`src/rtl/button_press_detector.sv`:
```
// Turns the raw active-low push-button pin into a debounced level plus
// single-cycle press, release, short-press and long-press events.
module button_press_detector #(
   parameter logic [23:0] DEBOUNCE_CYCLES = 24'd120000,
   parameter logic [23:0] LONG_CYCLES     = 24'd12000000
) (
   input  logic       clk,
   input  logic       rst_n,
   input  logic       btn_n,
   output logic       btn_level,
   output logic       press_pulse,
   output logic       release_pulse,
   output logic       short_press,
   output logic       long_press,
   output logic [7:0] press_count
);

   typedef enum logic [1:0] {
      IDLE       = 2'd0,
      DB_PRESS   = 2'd1,
      PRESSED    = 2'd2,
      DB_RELEASE = 2'd3
   } state_t;

   localparam logic [23:0] DB_LAST   = DEBOUNCE_CYCLES - 24'd1;
   localparam logic [23:0] LONG_LAST = LONG_CYCLES - 24'd1;

   state_t      state;
   logic        s1;
   logic        s2;
   logic        btn_sync;
   logic [23:0] db_cnt;
   logic [23:0] hold_cnt;
   logic        long_flag;

   // Flops reset to 1 so the released (high) pin level is assumed at start-up.
   always_ff @(posedge clk or negedge rst_n) begin
      if (!rst_n) begin
         s1 <= 1'b1;
         s2 <= 1'b1;
      end else begin
         s1 <= btn_n;
         s2 <= s1;
      end
   end

   assign btn_sync = ~s2;

   always_ff @(posedge clk or negedge rst_n) begin
      if (!rst_n) begin
         state         <= IDLE;
         db_cnt        <= 24'd0;
         hold_cnt      <= 24'd0;
         long_flag     <= 1'b0;
         btn_level     <= 1'b0;
         press_pulse   <= 1'b0;
         release_pulse <= 1'b0;
         short_press   <= 1'b0;
         long_press    <= 1'b0;
         press_count   <= 8'd0;
      end else begin
         press_pulse   <= 1'b0;
         release_pulse <= 1'b0;
         short_press   <= 1'b0;
         long_press    <= 1'b0;
         case (state)
            IDLE: begin
               db_cnt <= 24'd0;
               if (btn_sync) begin
                  state <= DB_PRESS;
               end
            end
            DB_PRESS: begin
               if (!btn_sync) begin
                  state  <= IDLE;
                  db_cnt <= 24'd0;
               end else if (db_cnt == DB_LAST) begin
                  state       <= PRESSED;
                  press_pulse <= 1'b1;
                  btn_level   <= 1'b1;
                  press_count <= press_count + 8'd1;
                  hold_cnt    <= 24'd0;
                  long_flag   <= 1'b0;
                  db_cnt      <= 24'd0;
               end else begin
                  db_cnt <= db_cnt + 24'd1;
               end
            end
            PRESSED: begin
               // A release edge wins over a long-press threshold hit in the same cycle.
               if (!btn_sync) begin
                  state  <= DB_RELEASE;
                  db_cnt <= 24'd0;
               end else if (!long_flag && (hold_cnt == LONG_LAST)) begin
                  long_press <= 1'b1;
                  long_flag  <= 1'b1;
               end else if (hold_cnt < LONG_LAST) begin
                  hold_cnt <= hold_cnt + 24'd1;
               end
            end
            DB_RELEASE: begin
               // hold_cnt stays frozen here so a rejected release bounce resumes the hold timer.
               if (btn_sync) begin
                  state <= PRESSED;
               end else if (db_cnt == DB_LAST) begin
                  state         <= IDLE;
                  release_pulse <= 1'b1;
                  btn_level     <= 1'b0;
                  short_press   <= ~long_flag;
                  db_cnt        <= 24'd0;
               end else begin
                  db_cnt <= db_cnt + 24'd1;
               end
            end
            default: begin
               state <= IDLE;
            end
         endcase
      end
   end

endmodule

```
`config.mk`:
```
export PLATFORM = sky130hd
export DESIGN_NAME = button_press_detector
export DESIGN_NICKNAME = d
export VERILOG_FILES = /design/src/rtl/button_press_detector.sv
export SDC_FILE = /design/constraint.sdc
export NUM_CORES = 1
export LEC_CHECK = 0
export CORE_MARGIN = 3
export CORE_UTILIZATION = 65
export DETAILED_ROUTE_END_ITERATION = 8
export PLACE_DENSITY = 0.85
export SYNTH_ARGS = -nofsm -noshare
export SYNTH_HDL_FRONTEND = slang
export SYNTH_SLANG_ARGS = --single-unit
```
`constraint.sdc`:
```
create_clock -name clk -period 3.8 [get_ports clk]
set_input_delay 0.76 -clock clk [delete_from_list [all_inputs] [get_ports clk]]
set_output_delay 0.76 -clock clk [all_outputs]
set_load 0.03 [all_outputs]
```
### Yosys cells after proc, flatten, opt, wreduce, memory -nomap -nowiden

Cells that the tools add are included.

| word-level totals | value |
|---|---|
| register bits after elaboration | 66 |
| RAM bits | 0 |
| bits in read-only memories | 0 |
| logic and storage cells | 84 |
| latch bits | 0 |
| input bits | 3 |
| memories kept | 0 |

| operators by class | value |
|---|---|
| reductions and logical operators | 11 |
| equality and inequality tests | 17 |
| shift operators | 0 |
| multipliers | 0 |
| order comparisons | 1 |
| add/sub/neg operators | 3 |
| muxes and demuxes | 38 |
| div/mod/pow operators | 0 |
| bitwise operators | 2 |

Operator list:

| kind | count |
|---|---|
| $mux W24 | 9 |
| $pmux W24 S4 | 1 |
| $add A24 B1 Y24 const B | 2 |
| $pmux W24 S2 | 1 |
| $eq A24 B17 Y1 const B | 1 |
| $eq A24 B24 Y1 const B | 1 |
| $lt A24 B24 Y1 const B | 1 |
| $ne A2 B2 Y1 const B | 10 |
| $mux W1 | 18 |
| $mux W2 | 6 |
| $reduce_and A5 Y1 | 2 |
| $add A8 B1 Y8 const B | 1 |
| $pmux W2 S4 | 1 |
| $ne A3 B3 Y1 const B | 2 |
| $reduce_and A6 Y1 | 1 |
| $eq A2 B2 Y1 const B | 2 |
| $pmux W1 S2 | 2 |
| $reduce_and A4 Y1 | 1 |
| $reduce_bool A2 Y1 | 2 |
| $reduce_and A3 Y1 | 1 |
| $eq A2 B1 Y1 const B | 1 |
| $logic_not A2 Y1 | 1 |
| $not A1 Y1 | 2 |
| $reduce_and A2 Y1 | 1 |
| 2 further kinds | 2 |

### Depth between registers and ports, before layout

| logic depth | value |
|---|---|
| depth in word-level cells | 5 |
| mapped depth | 7 |
| depth with buffers taken out | 6 |

### Worst setup path after synthesis

Ideal clock, no wire load.

| path | value |
|---|---|
| path kind | register -> register |
| start | register db_cnt[11] |
| end | register press_count[7] |
| cell stages (with the launch flop) | 6 |
| arrival | 2.078 ns |
| library setup time | 0.132 ns |
| slack | 1.590 ns |
| buffers on the path | 0 |
| cells stage by stage | dfrtp_1 -> or4_4 -> nor4_4 -> nand4_2 -> or4_4 -> xnor2_2 |

| between the ends | value |
|---|---|
| word-level cells in the longest chain between the ends | 2 |

RTL lines:

| item | RTL line | source |
|---|---|---|
| start: declaration | 32 | `logic [23:0] db_cnt;` |
| start signal: assignment | 86 | `db_cnt <= db_cnt + 24'd1;` |
| start signal: assignment | 112 | `db_cnt <= db_cnt + 24'd1;` |
| $eq A24 B17 Y1 | 77 | `end else if (db_cnt == DB_LAST) begin` |
| $reduce_and A3 Y1 (no source line) | - |  |
| end signal: assignment | 81 | `press_count <= press_count + 8'd1;` |
| end: declaration | 15 | `output logic [7:0] press_count` |

Every way passes these cells.
A chain may end at the register's enable or synchronous reset.

==> metrics.txt <==
# TYPE chip_impl_metric gauge
chip_impl_metric{name="first_iter_violations",unit=""} 274
chip_impl_metric{name="timing.fmax",unit="GHz"} 0.359
chip_impl_metric{name="synth.yosys.seq_area_share",unit=""} 0.474
chip_impl_metric{name="pin_count_of_the_biggest_net_entering_global_routing",unit=""} 51
chip_impl_metric{name="synth-seq-cells",unit=""} 66
chip_impl_metric{name="core_area",unit="mm²"} 0.00514
chip_impl_metric{name="synth_xor_xnor_area_share",unit=""} 0.0724
chip_impl_metric{name="yosys-mux-area-fraction",unit=""} 0.00932
chip_impl_info{name="grt_busiest_layer",value="met2"} 1
chip_impl_metric{name="global_route.usage.met2",unit=""} 0.447
chip_impl_metric{name="antenna-diode-count",unit=""} 0
chip_impl_metric{name="numClockSinks",unit=""} 66
chip_impl_metric{name="tritoncts.num_buffers",unit=""} 9
chip_impl_metric{name="post_cts_resize_count",unit=""} 0
chip_impl_info{name="dominant_combinational_cell_family_by_area_after_synthesis",value="simple AND/OR/NAND/NOR gates"} 1
chip_impl_metric{name="worst_pin_slew",unit="ns"} 1.30
chip_impl_metric{name="route.final.wire_length",unit="µm"} 7900
chip_impl_metric{name="areaGrowthSynthToFinish",unit="%"} 12.1
chip_impl_info{name="critPathSlowestCell",value="a21oi_1"} 1
chip_impl_metric{name="vias",unit=""} 2993
chip_impl_metric{name="initial_core_util",unit=""} 0.679
chip_impl_metric{name="floorplan.io_pins",unit=""} 16
chip_impl_metric{name="drc_errors",unit=""} 0
chip_impl_metric{name="synth_simple_gate_area_frac",unit=""} 0.270
chip_impl_metric{name="grt_use_met1",unit=""} 0.344
chip_impl_metric{name="drive_above_1_share",unit=""} 0.0814
chip_impl_metric{name="nets",unit=""} 394
chip_impl_metric{name="max_stage_delay",unit="ns"} 1.07
chip_impl_metric{name="netlist_area",unit="mm²"} 0.00349
chip_impl_info{name="criticalPathCategory",value="flip-flop to flip-flop"} 1
chip_impl_metric{name="drv.max_cap_violation_count",unit=""} 0
chip_impl_metric{name="yosysUniqueCellTypes",unit=""} 52
chip_impl_metric{name="setup_violating_endpoint_count_in_the_final_report",unit=""} 0
chip_impl_metric{name="p_leak",unit="nW"} 1.62
chip_impl_metric{name="globalRouteMet3Util",unit=""} 0.0590
chip_impl_info{name="hp-class",value="input port to asynchronous set/reset pin"} 1
chip_impl_metric{name="synth_compound_area_frac",unit=""} 0.132
chip_impl_metric{name="grt_antenna_before_repair",unit=""} 0
chip_impl_info{name="crit_family",value="compound AO/OA/AOI/OAI gates"} 1
chip_impl_info{name="status",value="finished clean"} 1
chip_impl_metric{name="drtPass1Iterations",unit=""} 5
chip_impl_metric{name="grt_pass1_vias",unit=""} 2910
chip_impl_metric{name="critical_path.max_fanout",unit=""} 19
chip_impl_metric{name="clock_path_buffers",unit=""} 2
chip_impl_metric{name="cp.buffers_inverters",unit=""} 1
chip_impl_metric{name="layout_worst_path_cycle_share",unit=""} 0.734
chip_impl_info{name="clk_root_buffer_cell",value="clkbuf_8"} 1
chip_impl_metric{name="number_of_endpoints_with_negative_hold_slack_in_the_final_report",unit=""} 0
chip_impl_info{name="ys_dominant_reg_cell",value="dfrtp_1"} 1
chip_impl_metric{name="worstPathArrival",unit="ns"} 3.06
chip_impl_metric{name="clkSlewWorstSetupHoldPaths",unit="ns"} 0.08
chip_impl_metric{name="synth_cells",unit=""} 370
chip_impl_metric{name="setup_tns",unit="ns"} 0
chip_impl_info{name="cts_tree",value="yes"} 1
chip_impl_metric{name="power.density_cell_area",unit="mW/mm²"} 343
chip_impl_metric{name="final.setup_skew",unit="ns"} 0.0114
chip_impl_metric{name="gp_routability_congestion",unit=""} 0.918
chip_impl_metric{name="hold_buffers",unit=""} 0
chip_impl_metric{name="postCtsSetupBuffers",unit=""} 0
chip_impl_info{name="reg2reg_to",value="hold_cnt[16]"} 1
chip_impl_metric{name="maxSlewViolCount",unit=""} 0
chip_impl_metric{name="synth.avg_cell_area",unit="µm²"} 9.43
chip_impl_metric{name="globalRouteOverflowTotal",unit=""} 0
chip_impl_metric{name="synth_enable_flop_cells",unit=""} 0
chip_impl_metric{name="worst-r2r-setup-slack",unit="ns"} 1.01
chip_impl_metric{name="period_needed",unit="ns"} 2.79
chip_impl_metric{name="global_route.usage.total",unit=""} 0.276
chip_impl_metric{name="die_area",unit="mm²"} 0.00629
chip_impl_metric{name="cts_htree_levels",unit=""} 3
chip_impl_info{name="rsz0062_at_grt",value="no"} 1
chip_impl_metric{name="synthesis.yosys.warnings",unit=""} 0
chip_impl_info{name="critical_path.cell_chain",value="nor2b_1 -> buf_4 -> nand2_1 -> a21oi_1 -> a41oi_1 -> a31oi_1"} 1
chip_impl_info{name="layout.cells.most_common",value="dfrtp_1"} 1
chip_impl_metric{name="synth.net_count",unit=""} 376
chip_impl_metric{name="avgViaCountPerCell",unit=""} 6.46
chip_impl_metric{name="final_power",unit="mW"} 1.34
chip_impl_metric{name="fp-row-count",unit=""} 26
chip_impl_metric{name="timing.reg2reg.worst_path_depth",unit=""} 6
chip_impl_metric{name="die_extent_in_y",unit="µm"} 79.3
chip_impl_metric{name="hpwl",unit="µm"} 5320
chip_impl_metric{name="worstPathRequired",unit="ns"} 4.07
chip_impl_metric{name="vdd.ir_drop.worst",unit="µV"} 231
chip_impl_metric{name="die_w",unit="µm"} 79.3
chip_impl_metric{name="ant_nets",unit=""} 0
chip_impl_metric{name="synth_adder_area_share",unit=""} 0.0108
chip_impl_info{name="crit_path_start_kind",value="flip-flop"} 1
chip_impl_metric{name="route.detailed.wl_per_inst",unit="µm"} 17.1
chip_impl_metric{name="worstSkewPairLatency",unit="ns"} 0.35
chip_impl_metric{name="port-buffer-count",unit=""} 15
chip_impl_metric{name="global_route_wire_length_before_repair",unit="µm"} 13500
chip_impl_info{name="worstSetupEndpointType",value="flip-flop"} 1
chip_impl_metric{name="max_slew_margin",unit=""} 0.136
chip_impl_info{name="final_cell_mix",value="64 x dfrtp_1, 35 x nor2_1, 30 x nand3_1"} 1
chip_impl_metric{name="synthArstFlopShare",unit=""} 1.00
[sequential cells by signal, summed over array words and instances (netlist names), named ones only]
signal	count
hold_cnt	24
db_cnt	24
release_pulse	1
short_press	1
s1	1
long_press	1
long_flag	1
btn_level	1
s2	1
state	1
press_count	8
press_pulse	1
[metal layers]
metal	share of wire	up-vias
met5	0	-
met4	0.037	0
met3	0.060	37
met2	0.49	151
met1	0.42	1420
li1	-	1385
[Yosys cell counts, types with 5 or more instances]
library cell  instances  share of area
dfrtp_1              64           0.46
nor2_1               35          0.038
nand3_1              30          0.043
nand2_1              26          0.028
a31oi_1              21          0.038
and3_1               20          0.036
xnor2_1              17          0.043
inv_1                16          0.017
nor3_1               13          0.019
a21oi_1              11          0.016
o21ai_0              11          0.016
clkbuf_1             10          0.011
xor2_1               10          0.025
nand4_1               7          0.013
nor4_1                6          0.011
nand2b_1              5         0.0090
nor2b_1               5         0.0090
[worst max path at each step]
| stage | depth (start not counted) | from | to | slack, ns |
|---|---|---|---|---|
| floorplan | 5 | db_cnt[11] | press_count[7] | 1.59 |
| global route | 6 | flip-flop | hold_cnt[16] | 0.76 |
| global placement | 5 | db_cnt[11] | press_count[7] | 1.24 |
| CTS | 6 | flip-flop | hold_cnt[16] | 1.13 |
| detailed placement | 6 | flip-flop | hold_cnt[16] | 1.15 |
| finish | 6 | flip-flop | hold_cnt[16] | 1.01 |
[cell families (layout without fill, tap and decap cells)]
group                    Yosys count  in the layout
AO/OA/AOI/OAI                     69             69
XOR/XNOR                          28             28
adder cells (fa/ha/maj)            3              3
buffers and inverters             29             52
flip-flops                        66             66
multiplexers                       3              3
AND/OR/NAND/NOR                  172            172
[report_power, final]
| group | total (mW) | leakage, nW | switching [mW] | internal, mW |
|---|---|---|---|---|
| sequential | 0.708 | 0.912 | 0.00278 | 0.706 |
| combinational | 0.0263 | 0.604 | 0.0210 | 0.00531 |
| clock | 0.606 | 0.105 | 0.271 | 0.335 |
| total | 1.34 | 1.62 | 0.295 | 1.05 |
[area by class of cell]
cell class                 count  area, µm²
tap                           70       87.6
timing repair buffer          20        183
multi-input combinational    275       1720
fill                         382       1230
inverter                      16       60.1
clock buffer                  11        151
sequential                    66       1650
clock inverter                 5       52.6
[stage by stage]
stage | util | worst slack, ns | cells | area (µm²) | hold slack [ns]
4_1_cts | 0.761 | 1.13 | 463 | 3910 | 0.329
3_5_place_dp | 0.722 | 1.15 | 447 | 3710 | 0.347
2_1_floorplan | - | 1.59 | 370 | 3490 | 0.345
6_report | 0.761 | 1.01 | 463 | 3910 | 0.314
3_3_place_gp | 0.722 | 1.24 | 447 | 3710 | 0.346
5_1_grt | 0.761 | 0.763 | 463 | 3910 | 0.332
Note: power is estimated with default switching activity, not from simulation.
